--- src/rtl/snake_collide_if.sv ---
// snake_collide_if: segment positions in, food/score/status out for the collision block.
interface snake_collide_if;
    logic step;
    logic [8:0] snake_x0, snake_x1, snake_x2, snake_x3, snake_x4;
    logic [8:0] snake_y0, snake_y1, snake_y2, snake_y3, snake_y4;
    logic grow;
    logic [8:0] food_x, food_y;
    logic [7:0] score;
    logic game_over;
    logic busy;
    modport master (
        output step, snake_x0, snake_x1, snake_x2, snake_x3, snake_x4,
        output snake_y0, snake_y1, snake_y2, snake_y3, snake_y4,
        input grow, food_x, food_y, score, game_over, busy
    );
    modport slave (
        input step, snake_x0, snake_x1, snake_x2, snake_x3, snake_x4,
        input snake_y0, snake_y1, snake_y2, snake_y3, snake_y4,
        output grow, food_x, food_y, score, game_over, busy
    );
endinterface

--- src/rtl/snake_collide.sv ---
// snake_collide: per-step wall/self collision check, food detection and LFSR food placement.
module snake_collide #(
    parameter int X_MAX = 319,
    parameter int Y_MAX = 239
) (
    input logic clk,
    input logic rst,
    snake_collide_if.slave bus
);
    localparam logic [2:0] IDLE = 3'd0, WALL = 3'd1, SCAN = 3'd2, FOOD = 3'd3, OVER = 3'd4;
    localparam logic [8:0] XM = 9'(X_MAX), XW = 9'(X_MAX + 1);
    localparam logic [8:0] YM = 9'(Y_MAX), YW = 9'(Y_MAX + 1);
    logic [2:0] state, len, i;
    logic [8:0] sx [5];
    logic [8:0] sy [5];
    logic [15:0] lfsr;
    logic [8:0] food_x, food_y, nfx, nfy, ly;
    logic [7:0] score;
    logic grow, hit, eat, wall;
    assign ly = {1'b0, lfsr[15:8]};
    // fold out-of-range LFSR values back into the play field by one wrap
    assign nfx = lfsr[8:0] > XM ? lfsr[8:0] - XW : lfsr[8:0];
    assign nfy = ly > YM ? ly - YW : ly;
    assign wall = sx[0] > XM || sy[0] > YM;
    assign hit = sx[0] == sx[i] && sy[0] == sy[i];
    assign eat = sx[0] == food_x && sy[0] == food_y;
    assign bus.grow = grow;
    assign bus.food_x = food_x;
    assign bus.food_y = food_y;
    assign bus.score = score;
    assign bus.game_over = state == OVER;
    assign bus.busy = state == WALL || state == SCAN || state == FOOD;
    always_ff @(posedge clk or posedge rst) begin
        if (rst) begin
            state <= IDLE;
            len <= 3'd1;
            i <= 3'd1;
            grow <= 1'b0;
            score <= 8'd0;
            food_x <= 9'd160;
            food_y <= 9'd120;
            lfsr <= 16'hACE1;
            for (int k = 0; k < 5; k++) begin
                sx[k] <= 9'd0;
                sy[k] <= 9'd0;
            end
        end else begin
            lfsr <= {lfsr[14:0], lfsr[15] ^ lfsr[13] ^ lfsr[12] ^ lfsr[10]};
            grow <= 1'b0;
            case (state)
                IDLE: if (bus.step) begin
                    sx <= '{bus.snake_x0, bus.snake_x1, bus.snake_x2, bus.snake_x3, bus.snake_x4};
                    sy <= '{bus.snake_y0, bus.snake_y1, bus.snake_y2, bus.snake_y3, bus.snake_y4};
                    state <= WALL;
                end
                WALL: begin
                    i <= 3'd1;
                    state <= wall ? OVER : len == 3'd1 ? FOOD : SCAN;
                end
                SCAN: begin
                    state <= hit ? OVER : i == len - 3'd1 ? FOOD : SCAN;
                    i <= hit || i == len - 3'd1 ? i : i + 3'd1;
                end
                FOOD: begin
                    if (eat) begin
                        grow <= 1'b1;
                        score <= score == 8'hFF ? score : score + 8'd1;
                        len <= len == 3'd5 ? len : len + 3'd1;
                        food_x <= nfx;
                        food_y <= nfy;
                    end
                    state <= IDLE;
                end
                default: state <= OVER;
            endcase
        end
    end
endmodule
--- src/flat_wrapper.sv ---
// flat-port wrapper written by rule: the top's interface ports become plain ports
module snake_collide_flat 
#(
    parameter int X_MAX = 319,
    parameter int Y_MAX = 239
)
  (clk, rst, bus_step, bus_snake_x0, bus_snake_x1, bus_snake_x2, bus_snake_x3, bus_snake_x4, bus_snake_y0, bus_snake_y1, bus_snake_y2, bus_snake_y3, bus_snake_y4, bus_grow, bus_food_x, bus_food_y, bus_score, bus_game_over, bus_busy);
  snake_collide_if bus_i ();
  input logic clk;
  input logic rst;
  input wire logic [$bits(bus_i.step)-1:0] bus_step;
  input wire logic [$bits(bus_i.snake_x0)-1:0] bus_snake_x0;
  input wire logic [$bits(bus_i.snake_x1)-1:0] bus_snake_x1;
  input wire logic [$bits(bus_i.snake_x2)-1:0] bus_snake_x2;
  input wire logic [$bits(bus_i.snake_x3)-1:0] bus_snake_x3;
  input wire logic [$bits(bus_i.snake_x4)-1:0] bus_snake_x4;
  input wire logic [$bits(bus_i.snake_y0)-1:0] bus_snake_y0;
  input wire logic [$bits(bus_i.snake_y1)-1:0] bus_snake_y1;
  input wire logic [$bits(bus_i.snake_y2)-1:0] bus_snake_y2;
  input wire logic [$bits(bus_i.snake_y3)-1:0] bus_snake_y3;
  input wire logic [$bits(bus_i.snake_y4)-1:0] bus_snake_y4;
  output wire logic [$bits(bus_i.grow)-1:0] bus_grow;
  output wire logic [$bits(bus_i.food_x)-1:0] bus_food_x;
  output wire logic [$bits(bus_i.food_y)-1:0] bus_food_y;
  output wire logic [$bits(bus_i.score)-1:0] bus_score;
  output wire logic [$bits(bus_i.game_over)-1:0] bus_game_over;
  output wire logic [$bits(bus_i.busy)-1:0] bus_busy;
  assign bus_i.step = bus_step;
  assign bus_i.snake_x0 = bus_snake_x0;
  assign bus_i.snake_x1 = bus_snake_x1;
  assign bus_i.snake_x2 = bus_snake_x2;
  assign bus_i.snake_x3 = bus_snake_x3;
  assign bus_i.snake_x4 = bus_snake_x4;
  assign bus_i.snake_y0 = bus_snake_y0;
  assign bus_i.snake_y1 = bus_snake_y1;
  assign bus_i.snake_y2 = bus_snake_y2;
  assign bus_i.snake_y3 = bus_snake_y3;
  assign bus_i.snake_y4 = bus_snake_y4;
  assign bus_grow = bus_i.grow;
  assign bus_food_x = bus_i.food_x;
  assign bus_food_y = bus_i.food_y;
  assign bus_score = bus_i.score;
  assign bus_game_over = bus_i.game_over;
  assign bus_busy = bus_i.busy;
  snake_collide #(.X_MAX(X_MAX), .Y_MAX(Y_MAX)) u_core (.clk(clk), .rst(rst), .bus(bus_i));
endmodule
--- config.mk ---
export PLATFORM = sky130hd
export DESIGN_NAME = snake_collide_flat
export DESIGN_NICKNAME = d
export VERILOG_FILES = /design/src/rtl/snake_collide_if.sv /design/src/rtl/snake_collide.sv /design/src/flat_wrapper.sv
export SDC_FILE = /design/constraint.sdc
export NUM_CORES = 1
export LEC_CHECK = 0
export ABC_AREA = 0
export BUFFER_PORTS_ARGS = -buffer_cell sky130_fd_sc_hd__buf_2
export CELL_PAD_IN_SITES_DETAIL_PLACEMENT = 1
export CELL_PAD_IN_SITES_GLOBAL_PLACEMENT = 1
export CORE_MARGIN = 8
export CORE_UTILIZATION = 40
export CTS_BUF_LIST = sky130_fd_sc_hd__clkbuf_4
export CTS_CLUSTER_DIAMETER = 200
export DETAILED_ROUTE_END_ITERATION = 7
export PLACE_DENSITY_LB_ADDON = 0.1
export SYNTH_ARGS = -nofsm -noshare
export SYNTH_HDL_FRONTEND = slang
export SYNTH_SLANG_ARGS = --single-unit
--- constraint.sdc ---
create_clock -name clk -period 6.22 [get_ports clk]
set_clock_uncertainty 0.15 [all_clocks]
set_input_delay 1.244 -clock clk [delete_from_list [all_inputs] [get_ports clk]]
set_output_delay 1.244 -clock clk [all_outputs]
set_load 0.02 [all_outputs]
## Word-level counts from Yosys, hierarchy flattened

Cells that the tools add are included.

- Bits in registers: 142
- Word-level logic and storage cells: 80

- Add/sub/neg operators: 6
- Order comparisons: 5
- Equality and inequality tests: 14
- Muxes and demuxes: 18
- Bitwise logic cells: 6
- Reduce and logical (&&, ||, !) cells: 13

Operators with widths:

| cell | count |
|---|---|
| 9-bit binary-select mux with 3-bit select | 2 |
| 9-bit 2-to-1 mux | 6 |
| 9-bit == test | 4 |
| 9-bit > comparator, second input constant | 2 |
| 3-bit 2-to-1 mux | 4 |
| 3-bit one-hot mux with 4 select lines | 1 |
| 9-bit by 8-bit > comparator with 1-bit output, second input constant | 1 |
| 8-bit by 8-bit subtractor with 9-bit output, second input constant | 1 |
| 9-bit subtractor, second input constant | 1 |
| 8-bit by 1-bit adder with 8-bit output, second input constant | 1 |
| 8-bit == test, second input constant | 1 |
| 8-bit > comparator, second input constant | 1 |
| 3-bit by 1-bit adder with 3-bit output, second input constant | 2 |
| 3-bit by 1-bit == test with 1-bit output, second input constant | 2 |
| 3-bit by 2-bit == test with 1-bit output, second input constant | 2 |
| 3-bit == test, second input constant | 2 |
| 3-bit one-hot mux with 2 select lines | 1 |
| 2-bit AND reduction | 3 |
| 3-bit AND reduction | 2 |
| 4-bit >= comparator, second input constant | 1 |
| 1-bit logical OR | 4 |
| 1-bit 2-to-1 mux | 4 |
| 2-bit != test, second input constant | 2 |
| 3-bit NOT with 4-bit output | 1 |
| 7 further kinds | 11 |

## Logic depth before layout (Yosys ltp)

- Depth in word-level cells: 9
- Mapped depth: 11

## Least setup slack after synthesis

Ideal clock, no wire load.

- Path kind: input to register
- From: in bus_step
- To: reg u_core.sx[10] in the netlist's numbering
- Setup time: 0.125 ns
- Data arrival time: 2.603 ns
- Slack: 3.343 ns
- Stages on the path: 4
- Path buffers: 2
- Cell sequence: nor4b_1 > clkbuf_1 > clkbuf_1 > mux2_2

- Longest elaborated chain between the ends: 1

RTL lines:

| what | line | text |
|---|---|---|
| start, declared | flat_wrapper.sv:11 | `input wire logic [$bits(bus_i.step)-1:0] bus_step;` |
| 2-bit AND reduction (no line) | n/a |  |
| end signal, assigned | snake_collide.sv:52 | `sx <= '{bus.snake_x0, bus.snake_x1, bus.snake_x2, bus.snake_x3, bus.snake_x4};` |
| end, declared | snake_collide.sv:14 | `logic [8:0] sx [5];` |

Every way passes these cells.
A chain may end at the register's enable or synchronous reset.

## Worst setup path after layout

- From: reg u_core.i[1]
- To: reg u_core.state[0]

- Longest elaborated chain between the ends: 8
- Elaborated cells between the ends (all ways): 14
- Those cells by class: 3 x eq/ne; 9 x mux; 1 x bitwise; 1 x reduce/logical

RTL lines:

| what | line | text |
|---|---|---|
| start, declared | snake_collide.sv:13 | `logic [2:0] state, len, i;` |
| start signal, assigned | snake_collide.sv:62 | `i <= hit \|\| i == len - 3'd1 ? i : i + 3'd1;` |
| 3-bit NOT with 4-bit output (not written as such) | snake_collide.sv:25 | `assign hit = sx[0] == sx[i] && sy[0] == sy[i];` |
| 9-bit binary-select mux with 3-bit select | snake_collide.sv:25 |  |
| 9-bit 2-to-1 mux (not written as such) (2 in series) | snake_collide.sv:25 |  |
| 9-bit == test | snake_collide.sv:25 |  |
| 1-bit logical AND | snake_collide.sv:25 |  |
| 3-bit 2-to-1 mux * | snake_collide.sv:61 | `state <= hit ? OVER : i == len - 3'd1 ? FOOD : SCAN;` |
| 3-bit one-hot mux with 4 select lines * | snake_collide.sv:50 | `case (state)` |
| end signal, assigned | snake_collide.sv:58 | `state <= wall ? OVER : len == 3'd1 ? FOOD : SCAN;` |
| end signal, assigned | snake_collide.sv:61 |  |
| end, declared | snake_collide.sv:13 |  |

Mark *: on every way between the ends. The rest lies on a longest branch, timed or not. The select of a mux whose other input is x is not followed.

==> summary.txt <==
Final layout
  – Layout cells sized above 1: 0.3912
  – Most frequent cells in the layout: dfrtp_1 (126), buf_2 (121), mux2_2 (100)
  – Final net count: 819
  – FILL cells: 1944
  – Post-layout util: 0.4702
  – Most common cell after layout, fill and taps aside: dfrtp_1
  – Synthesis-to-layout area growth: 15.68%

Drt
  – Starting DRT DRC Count: 288
  – Detailed-route wire length: 20610 um
  – Antenna-violating nets left: 0
  – Vias/cell: 5.484
  – DR WL/cell: 21.54 um
  – Residual DRC count: 0
  – Drt pass-1 iters: 7
  – Vias: 5248

Power
  – Peak supply drop: 154.9 uV
  – Pwr dens: 444.4 nW/um2
  – Static leakage: 3.651 nW

Yosys
  – EDFF count, synth: 0
  – Cell Area, Synth: 7005 um2
  – FF+latch count, synth: 142
  – Cells after Synth: 598
  – Async SR Flop Fraction: 1.000
  – Synth warn: 0
  – Top_reg_cell synth: dfrtp_1
  – Post-synthesis sequential area ratio: 0.5101
  – Top post-synthesis cells by area: dfrtp_1 (45%), mux2_2 (16%), dfstp_2 (6.0%)
  – Post-Syn Nets: 699
  – Post-synth top area share: 0.4501
  – Yosys cell types: 64
  – Syn_area_per_cell: 11.71 um2
  – Synth area leader: dfrtp_1

Setup path
  – WP buf/inv: 1
  – Worst Path Arrival: 4050 ps
  – Crit-path leading delay family: simple AND/OR/NAND/NOR gates
  – Register-to-Register Path Depth: 9
  – CP Cell Sequence: buf_4, nor3b_4, a21boi_1, a21o_1, a2111oi_4, nand4_2, nor4_4, nor2_1, a211o_1
  – CP Max Fanout: 25
  – Worst path required time: 6520 ps
  – Critical path depth in cells: 9
  – CP endpoint kind: flip-flop
  – CP max-delay cell: nor3b_4
  – Startpoint Class: flip-flop
  – Setup Crit Path Kind: flip-flop to flip-flop
  – Max incr delay on CP: 640 ps

Global route
  – Global-route usage over all layers: 0.1963
  – Grt total ovfl: 0
  – Vias in the first global route: 5881
  – First-pass GRT wire length: 33410 um
  – Largest net degree at the start of global routing: 104
  – Initial antenna violation count: 1

Placed design
  – Final RePlAce weighted congestion: 0.8918
  – Post-DP HPWL: 15550 um
  – PortBufs: 121

Outcome
  – Status: completed

Timing
  – Worst-Margin Slew: 950.7 ps
  – Hold Violations, Final: 0
  – Final setup TNS: 0 ps
  – Minimum clock period: 3755 ps
  – RSZ-0062 raised after global routing: no
  – Fmax: 266.3 MHz
  – Tcrit/Tclk final: 0.6037
  – Final slew viol count: 0
  – Slew HR: 0.3662
  – Setup violators final: 0

CTS
  – Post-CTS resize count: 0
  – H-tree depth: 4
  – Clock transition at the registers of the reported paths: 150 ps
  – Number of CTS-inserted buffers: 17
  – Clk_lat worst skew: 570 ps
  – Clk buf depth: 2
  – Total setup buffers inserted after CTS: 0
  – CTS tree: done
  – Root Driver: clkbuf_4
  – Hold buffers post-CTS: 0
  – Clock sink count: 142

Hold path
  – Hold Crit Depth: 0
  – Hold/Removal Path Class: flip-flop to flip-flop

Floorplan
  – Die height: 148.3 um
  – Number of I/O pins: 122
  – Die Wd: 148.3 um
  – Core box area: 17240 um2
  – Die Footprint: 22000 um2
  – Num rows: 48
  – Starting Density: 0.4064

Run
  – Max-cap violations: 0
flip-flops by register name, summed over array words and instances (netlist names):
signal,count
u_core.bus.food_x,9
u_core.bus.food_y,9
u_core.bus.grow,1
u_core.bus.score,8
u_core.i,3
u_core.len,3
u_core.lfsr,16
u_core.state,3
u_core.sx,45
u_core.sy,45
power breakdown:
| part | total (mW) | internal (mW) | leakage (nW) | switching [mW] |
|---|---|---|---|---|
| clock network | 0.584 | 0.209 | 0.140 | 0.375 |
| registers | 1.62 | 1.23 | 1.73 | 0.382 |
| logic | 1.40 | 0.699 | 1.78 | 0.703 |
routing by layer:
| layer | wire length [um] | global-route usage | share of wire |
|---|---|---|---|
| met1 | 9400 | 0.2552 | 0.46 |
| met2 | 9914 | 0.3180 | 0.48 |
| met3 | 937 | 0.04831 | 0.045 |
| met4 | 358 | 0.05711 | 0.017 |
| met5 | 0 | 0 | 0 |
per-stage QoR:
| step | power (mW) | instances | worst slack [ps] | hold slack, ps | cell area, um2 |
|---|---|---|---|---|---|
| after floorplan | 2.555 | 598 | 1043 | 208.8 | 7005 |
| after global placement | 3.011 | 924 | 2716 | 219.3 | 7834 |
| after detailed placement | 3.041 | 924 | 2583 | 218.6 | 7834 |
| after CTS | 3.644 | 956 | 2506 | 240.9 | 8102 |
| after global routing | 3.855 | 957 | 2245 | 247.4 | 8104 |
| final | 3.602 | 957 | 2465 | 235.5 | 8104 |
final timing paths:
path | startpoint | to | slack [ps]
worst max-delay path | u_core.i[1]$_DFFE_PP0P_ | u_core.state[0]$_DFFE_PP0P_ | 2460
worst min-delay path | u_core.lfsr[5]$_DFF_PP1_ | u_core.lfsr[6]$_DFF_PP1_ | 240
worst max register to register | u_core.i[1]$_DFFE_PP0P_ | u_core.state[0]$_DFFE_PP0P_ | 2460
worst min register to register | u_core.lfsr[5]$_DFF_PP1_ | u_core.lfsr[6]$_DFF_PP1_ | 240
max in group asynchronous | rst | u_core.sx[4]$_DFFE_PP0P_ | 4050
min in group asynchronous | rst | u_core.sy[20]$_DFFE_PP0P_ | 710
synthesized netlist by cell type (all sizes together) (4+ instances only):
library cell	count
clkbuf	15
dfstp	16
nor2b	14
o21ai	30
buf	12
and3	4
dfrtp	126
nor3	7
mux2i	19
a31oi	6
a22oi	6
nor2	20
nor4	7
nand2	28
nand4	9
nand3	11
inv	24
a211oi	8
xor2	17
o22ai	9
ha	8
a21oi	23
xnor2	18
nand2b	6
mux2	101
cell type report:
type,count,area [um2],share of cell area
well taps,225,281.5,0.03474
inverters,26,102.6,0.01266
clock buffers,18,135.1,0.01667
clock inverters,14,132.6,0.01637
repair buffers,128,658.1,0.08121
diodes,1,2.502,0.0003088
multi-input cells,403,3218,0.3971
flip-flops and latches,142,3573,0.4409
kinds of logic after synthesis:
group	Yosys count	share of synthesized area
AND/OR/NAND/NOR	124	0.09859
buffers and inverters	53	0.03233
XOR/XNOR	35	0.04376
multiplexers	120	0.1900
adder cells (fa/ha/maj)	8	0.01429
flip-flops	142	0.5101
AO/OA/AOI/OAI	116	0.1109
Power figures use the tool's default switching activity.
